===== src/rtl/nw_vc_free_pool_if.sv =====
// Bundle between the VC allocator / output-port logic and the per-port free-VC pool.
// The master modport is the router side; the slave modport is the pool.
interface nw_vc_free_pool_if #(
  parameter int nv      = 4,
  parameter int buf_len = 4
);
  localparam int vw = (nv > 1) ? $clog2(nv) : 1;
  localparam int cw = $clog2(buf_len + 1);

  logic                pop_free_vc;
  logic [nv-1:0]       alloc_vc;
  logic                flit_sent;
  logic [nv-1:0]       flit_sent_vc;
  logic                flit_sent_tail;
  logic                credit_valid;
  logic [vw-1:0]       credit_vc;
  logic [nv-1:0]       vc_alloc_status;
  logic [nv-1:0]       next_free_vc;
  logic                no_free_vc;
  logic [nv*cw-1:0]    vc_credits;
  logic [2:0]          err;

  modport master (
    output pop_free_vc, alloc_vc, flit_sent, flit_sent_vc, flit_sent_tail,
           credit_valid, credit_vc,
    input  vc_alloc_status, next_free_vc, no_free_vc, vc_credits, err
  );

  modport slave (
    input  pop_free_vc, alloc_vc, flit_sent, flit_sent_vc, flit_sent_tail,
           credit_valid, credit_vc,
    output vc_alloc_status, next_free_vc, no_free_vc, vc_credits, err
  );
endinterface


===== src/rtl/nw_vc_free_pool.sv =====
// Per-output-port downstream VC tracker: FREE/ALLOCATED/DRAINING state and credit count per VC,
// plus either a FIFO of free VC ids (fifo_mode=1) or a lowest-index free pick (fifo_mode=0).
module nw_vc_free_pool #(
  parameter int nv        = 4,
  parameter int buf_len   = 4,
  parameter bit fifo_mode = 1'b1
) (
  input  logic              clk,
  input  logic              rst,
  nw_vc_free_pool_if.slave  pool
);
  localparam int vw = (nv > 1) ? $clog2(nv) : 1;
  localparam int cw = $clog2(buf_len + 1);
  localparam int nw = $clog2(nv + 1);
  localparam logic [cw-1:0] full_cnt = cw'(buf_len);

  typedef enum logic [1:0] {
    VC_FREE  = 2'd0,
    VC_ALLOC = 2'd1,
    VC_DRAIN = 2'd2
  } vc_state_e;

  vc_state_e     state_q [nv];
  vc_state_e     state_d [nv];
  logic [cw-1:0] cred_q  [nv];
  logic [cw-1:0] cred_d  [nv];
  logic [vw-1:0] fifo_q  [nv];
  logic [vw-1:0] fifo_d  [nv];
  logic [vw-1:0] head_q, head_d, tail_q, tail_d;
  logic [nw-1:0] cnt_q, cnt_d;
  logic [2:0]    err_q, err_d;
  logic [nv-1:0] rel;
  logic [nv-1:0] status;
  logic [nv-1:0] head_oh;

  function automatic logic [vw-1:0] ptr_inc(input logic [vw-1:0] p);
    return (p == vw'(nv - 1)) ? '0 : p + 1'b1;
  endfunction

  // NOTE: every variable written here gets a default first, so no path leaves one unassigned and no latch is inferred.
  always_comb begin
    logic          pop_ok;
    logic          send_v;
    logic          cred_v;
    logic          alloc_v;
    logic [vw-1:0] wr;

    state_d = state_q;
    cred_d  = cred_q;
    fifo_d  = fifo_q;
    head_d  = head_q;
    tail_d  = tail_q;
    cnt_d   = cnt_q;
    err_d   = err_q;
    rel     = '0;
    send_v  = 1'b0;
    cred_v  = 1'b0;
    alloc_v = 1'b0;
    wr      = tail_q;

    pop_ok = fifo_mode && pool.pop_free_vc && (cnt_q != '0);
    if (fifo_mode && pool.pop_free_vc && (cnt_q == '0)) err_d[0] = 1'b1;

    for (int v = 0; v < nv; v++) begin
      send_v  = pool.flit_sent && pool.flit_sent_vc[v];
      cred_v  = pool.credit_valid && (pool.credit_vc == vw'(v));
      alloc_v = fifo_mode ? (pop_ok && (fifo_q[head_q] == vw'(v))) : pool.alloc_vc[v];

      // A send and a credit on the same VC cancel; saturating edges flag an error instead.
      if (send_v && !cred_v) begin
        if (cred_q[v] == '0) err_d[2] = 1'b1;
        else                 cred_d[v] = cred_q[v] - 1'b1;
      end else if (cred_v && !send_v) begin
        if (cred_q[v] == full_cnt) err_d[1] = 1'b1;
        else                       cred_d[v] = cred_q[v] + 1'b1;
      end

      if (send_v && (state_q[v] != VC_ALLOC)) err_d[2] = 1'b1;

      case (state_q[v])
        VC_FREE:  if (alloc_v) state_d[v] = VC_ALLOC;
        VC_ALLOC: begin
          if (alloc_v) err_d[0] = 1'b1;
          if (send_v && pool.flit_sent_tail) state_d[v] = VC_DRAIN;
        end
        VC_DRAIN: begin
          if (alloc_v) err_d[0] = 1'b1;
          if (cred_d[v] == full_cnt) begin
            state_d[v] = VC_FREE;
            rel[v]     = 1'b1;
          end
        end
        default:  state_d[v] = VC_FREE;
      endcase
    end

    // Released VCs enter the FIFO in ascending index order; the pop above saw only the old contents.
    if (fifo_mode) begin
      for (int v = 0; v < nv; v++) begin
        if (rel[v]) begin
          fifo_d[wr] = vw'(v);
          wr         = ptr_inc(wr);
        end
      end
      tail_d = wr;
      head_d = pop_ok ? ptr_inc(head_q) : head_q;
      cnt_d  = cnt_q - nw'(pop_ok) + nw'($countones(rel));
    end
  end

  // NOTE: state registers use non-blocking assignments so every flop samples pre-edge values.
  always_ff @(posedge clk) begin
    if (rst) begin
      // NOTE: the FIFO storage is reset because its power-up contents (ids 0..nv-1) are functional state.
      for (int v = 0; v < nv; v++) begin
        state_q[v] <= VC_FREE;
        cred_q[v]  <= full_cnt;
        fifo_q[v]  <= vw'(v);
      end
      head_q <= '0;
      tail_q <= '0;
      cnt_q  <= nw'(nv);
      err_q  <= '0;
    end else begin
      state_q <= state_d;
      cred_q  <= cred_d;
      fifo_q  <= fifo_d;
      head_q  <= head_d;
      tail_q  <= tail_d;
      cnt_q   <= cnt_d;
      err_q   <= err_d;
    end
  end

  for (genvar g = 0; g < nv; g++) begin : g_out
    assign status[g]                    = (state_q[g] == VC_FREE);
    assign pool.vc_credits[g*cw +: cw]  = cred_q[g];
  end

  assign head_oh              = (cnt_q == '0) ? '0 : (nv'(1) << fifo_q[head_q]);
  assign pool.vc_alloc_status = status;
  assign pool.next_free_vc    = fifo_mode ? head_oh : (status & (~status + 1'b1));
  assign pool.no_free_vc      = fifo_mode ? (cnt_q == '0) : ~|status;
  assign pool.err             = err_q;

endmodule


===== src/flat_wrapper.sv =====
// flat-port wrapper written by rule: the top's interface ports become plain ports
module nw_vc_free_pool_flat 
#(
  parameter int nv        = 4,
  parameter int buf_len   = 4,
  parameter bit fifo_mode = 1'b1
)
  (clk, rst, pool_pop_free_vc, pool_alloc_vc, pool_flit_sent, pool_flit_sent_vc, pool_flit_sent_tail, pool_credit_valid, pool_credit_vc, pool_vc_alloc_status, pool_next_free_vc, pool_no_free_vc, pool_vc_credits, pool_err);
  nw_vc_free_pool_if #(.nv(nv), .buf_len(buf_len)) pool_i ();
  input  logic clk;
  input  logic rst;
  input wire logic [$bits(pool_i.pop_free_vc)-1:0] pool_pop_free_vc;
  input wire logic [$bits(pool_i.alloc_vc)-1:0] pool_alloc_vc;
  input wire logic [$bits(pool_i.flit_sent)-1:0] pool_flit_sent;
  input wire logic [$bits(pool_i.flit_sent_vc)-1:0] pool_flit_sent_vc;
  input wire logic [$bits(pool_i.flit_sent_tail)-1:0] pool_flit_sent_tail;
  input wire logic [$bits(pool_i.credit_valid)-1:0] pool_credit_valid;
  input wire logic [$bits(pool_i.credit_vc)-1:0] pool_credit_vc;
  output wire logic [$bits(pool_i.vc_alloc_status)-1:0] pool_vc_alloc_status;
  output wire logic [$bits(pool_i.next_free_vc)-1:0] pool_next_free_vc;
  output wire logic [$bits(pool_i.no_free_vc)-1:0] pool_no_free_vc;
  output wire logic [$bits(pool_i.vc_credits)-1:0] pool_vc_credits;
  output wire logic [$bits(pool_i.err)-1:0] pool_err;
  assign pool_i.pop_free_vc = pool_pop_free_vc;
  assign pool_i.alloc_vc = pool_alloc_vc;
  assign pool_i.flit_sent = pool_flit_sent;
  assign pool_i.flit_sent_vc = pool_flit_sent_vc;
  assign pool_i.flit_sent_tail = pool_flit_sent_tail;
  assign pool_i.credit_valid = pool_credit_valid;
  assign pool_i.credit_vc = pool_credit_vc;
  assign pool_vc_alloc_status = pool_i.vc_alloc_status;
  assign pool_next_free_vc = pool_i.next_free_vc;
  assign pool_no_free_vc = pool_i.no_free_vc;
  assign pool_vc_credits = pool_i.vc_credits;
  assign pool_err = pool_i.err;
  nw_vc_free_pool #(.nv(nv), .buf_len(buf_len), .fifo_mode(fifo_mode)) u_core (.clk(clk), .rst(rst), .pool(pool_i));
endmodule

===== config.mk =====
export PLATFORM = sky130hd
export DESIGN_NAME = nw_vc_free_pool_flat
export DESIGN_NICKNAME = d
export VERILOG_FILES = /design/src/rtl/nw_vc_free_pool_if.sv /design/src/rtl/nw_vc_free_pool.sv /design/src/flat_wrapper.sv
export SDC_FILE = /design/constraint.sdc
export NUM_CORES = 1
export LEC_CHECK = 0
export BUFFER_PORTS_ARGS = -buffer_cell sky130_fd_sc_hd__buf_2
export CAP_MARGIN = 20
export CORE_ASPECT_RATIO = 1.4
export CORE_MARGIN = 2
export CORE_UTILIZATION = 55
export CTS_CLUSTER_DIAMETER = 80
export DETAILED_ROUTE_END_ITERATION = 7
export PLACE_DENSITY = 0.81
export SYNTH_ARGS = -nofsm -noshare
export SYNTH_HDL_FRONTEND = slang
export SYNTH_SLANG_ARGS = --single-unit

===== constraint.sdc =====
create_clock -name clk -period 7.8 [get_ports clk]
set_clock_uncertainty 0.1 [all_clocks]
set_input_delay 0.78 -clock clk [delete_from_list [all_inputs] [get_ports clk]]
set_output_delay 0.78 -clock clk [all_outputs]
set_load 0.005 [all_outputs]

# ---- Word-level counts from Yosys, hierarchy flattened
# Index checks and enable logic that the tools add are counted.
dict set report word_totals {
  register_bits 38
  input_bits 16
  out_inout_bits 24
  word_cells 261
}
dict set report classes {
  add_sub_neg 18
  n_lt_le_gt_ge 9
  eq_ne 43
  n_shift 1
  n_mux 98
  n_bitwise 14
  n_reduce_logical 62
}
# cell count
set op_table {}
lappend op_table {{2-bit 2-to-1 mux} 27}
lappend op_table {{3-bit 2-to-1 mux} 16}
lappend op_table {{1-bit 2-to-1 mux} 41}
lappend op_table {{1-bit logical AND} 34}
lappend op_table {{8-bit 2-to-1 mux} 4}
lappend op_table {{2-bit by 1-bit != test with 1-bit output (second input constant)} 16}
lappend op_table {{2-bit == test (second input constant)} 13}
lappend op_table {{3-bit == test (second input constant)} 8}
lappend op_table {{2-bit case mux with 3 select lines} 4}
lappend op_table {{2-bit demux with 2-bit select} 4}
lappend op_table {{3-bit >= comparator (second input constant)} 5}
lappend op_table {{3-bit logical NOT} 5}
lappend op_table {{2-bit inverter with 3-bit output} 5}
lappend op_table {{3-bit by 1-bit adder with 3-bit output (second input constant)} 4}
lappend op_table {{2-bit by 1-bit == test with 1-bit output (second input constant)} 6}
lappend op_table {{2-bit logical NOT} 6}
lappend op_table {{3-bit by 1-bit less-than comparator with 1-bit output (second input constant)} 4}
lappend op_table {{3-bit AND reduction} 4}
lappend op_table {{3-bit by 1-bit subtractor with 3-bit output (second input constant)} 4}
lappend op_table {{2-bit by 1-bit adder with 2-bit output (second input constant)} 5}
lappend op_table {{4-bit bitwise AND} 2}
lappend op_table {{8-bit bitwise AND} 1}
lappend op_table {{1-bit logical NOT} 8}
lappend op_table {{4-bit inverter} 2}
lappend op_table {{other kinds (11)} 17}

# ---- Depth between registers and ports, before layout
dict set report depth {
  ltp_word 22
  depth_mapped 17
  ltp_nobuf 17
}

# ---- Least setup slack after synthesis
# Ideal clock, no wire load.
dict set report synth_timing {
  path_type {in2reg}
  start {input pool_credit_vc[1]}
  end {register u_core.tail_q[1]}
  setup_time_ns 0.115
  arrival_time_ns 3.900
  required_ns 7.585
  slack_ns 3.685
  path_stages 12
  n_path_buf 0
  cell_sequence {nor3b_4 mux4_2 o211ai_4 nor2_4 mux2_4 ha_1 mux2i_4 ha_1 mux2_2 ha_1 a31o_2 a21o_2}
}
dict set report synth_via {
  elab_chain_len 18
  elab_cells_between_ends 53
  classes_between {add/sub (3); eq/ne (10); mux (23); reduce/logical (17)}
}
# element line
set synth_rtl {}
lappend synth_rtl {{start, declared} flat_wrapper.sv:18} ;# input wire logic [$bits(pool_i.credit_vc)-1:0] pool_credit_vc;
lappend synth_rtl {{2-bit logical NOT} nw_vc_free_pool.sv:66} ;# cred_v = pool.credit_valid && (pool.credit_vc == vw'(v));
lappend synth_rtl {{1-bit logical AND} nw_vc_free_pool.sv:66}
lappend synth_rtl {{1-bit logical AND / 1-bit logical NOT (equally long branches)} {nw_vc_free_pool.sv:73, nw_vc_free_pool.sv:70}}
lappend synth_rtl {{3-bit 2-to-1 mux / 1-bit logical AND (equally long branches)} {nw_vc_free_pool.sv:73, nw_vc_free_pool.sv:70}}
lappend synth_rtl {{3-bit 2-to-1 mux} nw_vc_free_pool.sv:70} ;# if (send_v && !cred_v) begin
lappend synth_rtl {{3-bit == test} nw_vc_free_pool.sv:88} ;# if (cred_d[v] == full_cnt) begin
lappend synth_rtl {{1-bit 2-to-1 mux} nw_vc_free_pool.sv:88}
lappend synth_rtl {{1-bit 2-to-1 mux} nw_vc_free_pool.sv:80} ;# case (state_q[v])
lappend synth_rtl {{[... 2 more ...]} --}
lappend synth_rtl {{2-bit 2-to-1 mux} nw_vc_free_pool.sv:37} ;# return (p == vw'(nv - 1)) ? '0 : p + 1'b1;
lappend synth_rtl {{2-bit 2-to-1 mux} nw_vc_free_pool.sv:100} ;# if (rel[v]) begin
lappend synth_rtl {{2-bit by 1-bit adder with 2-bit output / 2-bit == test (equally long branches)} nw_vc_free_pool.sv:37}
lappend synth_rtl {{2-bit 2-to-1 mux} nw_vc_free_pool.sv:37}
lappend synth_rtl {{2-bit 2-to-1 mux} nw_vc_free_pool.sv:100}
lappend synth_rtl {{2-bit by 1-bit adder with 2-bit output / 2-bit == test (equally long branches)} nw_vc_free_pool.sv:37}
lappend synth_rtl {{2-bit 2-to-1 mux} nw_vc_free_pool.sv:37}
lappend synth_rtl {{2-bit 2-to-1 mux (*)} nw_vc_free_pool.sv:100}
lappend synth_rtl {{end signal, assigned} nw_vc_free_pool.sv:129} ;# tail_q <= tail_d;
lappend synth_rtl {{end, declared} nw_vc_free_pool.sv:29} ;# logic [vw-1:0] head_q, head_d, tail_q, tail_d;
# Every way passes the cells marked *; elsewhere a longest branch is shown, timed or not.
# A chain may end at the register's enable or synchronous reset.

# ---- Final worst setup path
# Same ends and word-level chain as after synthesis.

==> impl_metrics.py <==
metrics = {
    "worst_hold_path": {
        "hold_path.class": "reg -> reg",
    },
    "synthesis": {
        "synth_cell_type_count": 68,
        "yosys.area_share.simple_pct": 25.8,
        "synth_fp_nets": 453,
        "async_flop_share_pct": 0,
        "synth_edf_count": 0,
        "synth-compound-area-share_pct": 16.2,
        "synth_top_family_by_area": "simple AND/OR/NAND/NOR gates",
        "synth_seq_cells": 38,
        "synth_adder_area_share_pct": 18.3,
        "synth-xor-area-share_pct": 2.44,
        "yosysSeqAreaShare_pct": 23.5,
        "netlist_area_mm2": 0.00323,
        "ys.warnings.count": 0,
        "synth_area_per_cell_um2": 8.27,
        "synth_ff_type": "dfxtp_1",
        "syn_inst": 391,
        "synthMuxAreaShare_pct": 5.76,
    },
    "power_and_ir_drop": {
        "internal_power_mw": 0.446,
        "combPwrFrac_pct": 46.8,
        "peakVddDrop_uv": 103,
        "power.switching_mw": 0.302,
        "total_power_mw": 0.748,
        "power_frac_seq_pct": 33.8,
        "p_leak_nw": 1.56,
        "p_clk_share_pct": 19.4,
        "switching_share_pct": 40.3,
        "power_density_mw_per_mm2": 214,
    },
    "finish": {
        "area_delta_synth_final_pct": 7.93,
        "n_antenna_cell": 0,
        "fillers": 514,
        "fin_cells": 488,
        "nNetsFinal": 479,
        "register_area_um2": 761,
        "stdcell_area_mm2": 0.00349,
        "final_core_util_pct": 60.4,
        "drive_above_1_share_pct": 17.5,
        "multiInputGateArea_mm2": 0.00222,
        "final_common_cell": "ha_1",
        "final_cell_mix": "ha_1, nand2_1, inv_1, dfxtp_1, buf_2",
    },
    "drt": {
        "ant_nets": 0,
        "wl_per_cell_um": 14.8,
        "vias_per_cell": 5.84,
        "drc_errors": 0,
        "vias": 2848,
        "drt_iter0_markers": 174,
        "dr.pass1.iters": 4,
        "wl_um": 7240,
    },
    "clock_tree": {
        "post_cts_resized": 0,
        "cts_tree": "yes",
        "post-cts-setup-buffer-count": 0,
        "htree_levels": 2,
        "clock-sinks": 38,
        "cts_buffers": 5,
        "clk_latency_ns": 0.30,
        "clkTransAtPathRegs_ns": 0.08,
        "clk_path_buf_depth": 2,
        "cts-root-buf": "clkbuf_8",
        "postCtsHoldBufs": 0,
    },
    "die": {
        "dieArea_mm2": 0.00652,
        "core-area_mm2": 0.00578,
        "start_util_pct": 56.0,
        "fp.dieW_um": 68.8,
        "io_pins": 40,
        "row_count": 33,
        "die_h_um": 94.7,
    },
    "setup_path": {
        "crit_fanout": 9,
        "r2r_start": "u_core.pool.vc_credits[1]",
        "required_ns": 7.89,
        "cp-startpoint": "pool_credit_vc[1]",
        "rr_worst_depth": 16,
        "end_kind": "flop",
        "endpoint": "u_core.tail_q[1]",
        "regToRegEndpoint": "u_core.tail_q[1]",
        "r2r_slack_ns": 3.48,
        "critical_path_class": "in -> reg",
        "start_kind": "primary input",
        "arrival_ns": 4.47,
    },
    "outcome": {
        "status": "completed",
    },
    "sta": {
        "setup_violations": 0,
        "final.setup.tns_ns": 0,
        "hold_viol": 0,
        "fmax_mhz": 228,
        "slew_headroom_pct": 55.2,
        "worst_slew_pin_slew_ns": 0.672,
        "drv_slew": 0,
        "grt_setup_unrepaired": "false",
        "whs_ns": 0.345,
        "period_minus_slack_ns": 4.38,
        "fin_crit_sh_pct": 56.1,
        "fin_ws_ns": 3.42,
    },
    "grt": {
        "grt_max_degree": 37,
        "overflow": 0,
        "antenna_found_initial": 0,
        "grt_usage_pct": 23.3,
        "grt_pass1_vias": 2738,
        "grt_pass1_wl_um": 11500,
    },
    "placed_design": {
        "pre_cts_ws_ns": 3.19,
        "gp_congestion": 0.821,
        "numPlacedInstances": 480,
        "hpwl_um": 5730,
        "portBuffers": 35,
        "postPlaceCellArea_mm2": 0.00340,
    },
    "run": {
        "cap_viol_max_count": 0,
    },
}
registers in the layout, summed over array words and instances (netlist names):
signal	flops
u_core.pool.err	3
u_core.fifo_q	8
u_core.state_q	8
u_core.cnt_q	3
u_core.tail_q	2
u_core.pool.vc_credits	12
u_core.head_q	2
per-layer routing:
layer	share of wire, %	GRT usage (%)
met1	38	21.1
met2	57	48.6
met3	2.8	3.10
met4	2.1	8.66
met5	0	0
cells in the mapped netlist (5+ instances only):
library cell / number / area [um^2]
ha_1: 44 / 551
nand2_1: 40 / 150
dfxtp_1: 38 / 761
inv_1: 38 / 143
nor2_1: 25 / 93.8
nand3_1: 19 / 95.1
a21oi_1: 18 / 90.1
nor3_1: 12 / 60.1
a31oi_1: 11 / 68.8
o21ai_0: 10 / 50.1
mux2i_1: 7 / 70.1
xnor2_1: 7 / 61.3
and2_1: 6 / 37.5
clkbuf_1: 6 / 22.5
or2_2: 6 / 37.5
a22oi_1: 5 / 37.5
nor2b_1: 5 / 31.3
final cells by class:
cell class / count / share of cell area [%]
repair buffers: 35 / 5.02
inverters: 41 / 4.48
clock inverters: 2 / 0.358
flip-flops and latches: 38 / 21.8
clock buffers: 6 / 2.37
multi-input cells: 296 / 63.5
well taps: 70 / 2.51
how the worst min path moves through the flow:
stage,from,end,slack (ns),cells after the start
after floorplan,u_core.pool.err[0],u_core.pool.err[0],0.34,2
after global placement,u_core.pool.err[0],u_core.pool.err[0],0.33,2
after detailed placement,u_core.pool.err[0],u_core.pool.err[0],0.34,2
after CTS,u_core.pool.err[0],u_core.pool.err[0],0.35,2
after global routing,u_core.pool.err[0],u_core.pool.err[0],0.40,2
final,u_core.pool.err[0],u_core.pool.err[0],0.35,2
worst max-delay path, stage by stage:
cell      delay [ns]
buf_2           0.14
nor3b_4         0.43
a211oi_1        0.14
nor3_1          0.28
nand2_1         0.21
nor4_2          0.44
or2_2           0.21
inv_1           0.04
ha_1            0.32
mux2i_4         0.23
ha_1            0.30
mux2_2          0.29
ha_1            0.28
a31o_2          0.21
a21o_2          0.18
power groups by stage:
stage	clock, mW	combinational [mW]	sequential [mW]
final	0.145	0.350	0.253
after global routing	0.155	0.395	0.257
after CTS	0.147	0.351	0.253
after detailed placement	0	0.348	0.257
after global placement	0	0.337	0.256
after floorplan	0	0.268	0.253
logic make-up (layout without fill, tap and decap cells):
logic type                 after synthesis  after routing
AOI/OAI and AO/OA                       75             75
DFF                                     38             38
xor gates and xnor gates                 9              9
adders and majority gates               46             46
and+or+nand+nor                        153            153
buffers and inverters                   57             84
muxes                                   13             13
No activity file was read; power rests on OpenSTA's default activity.
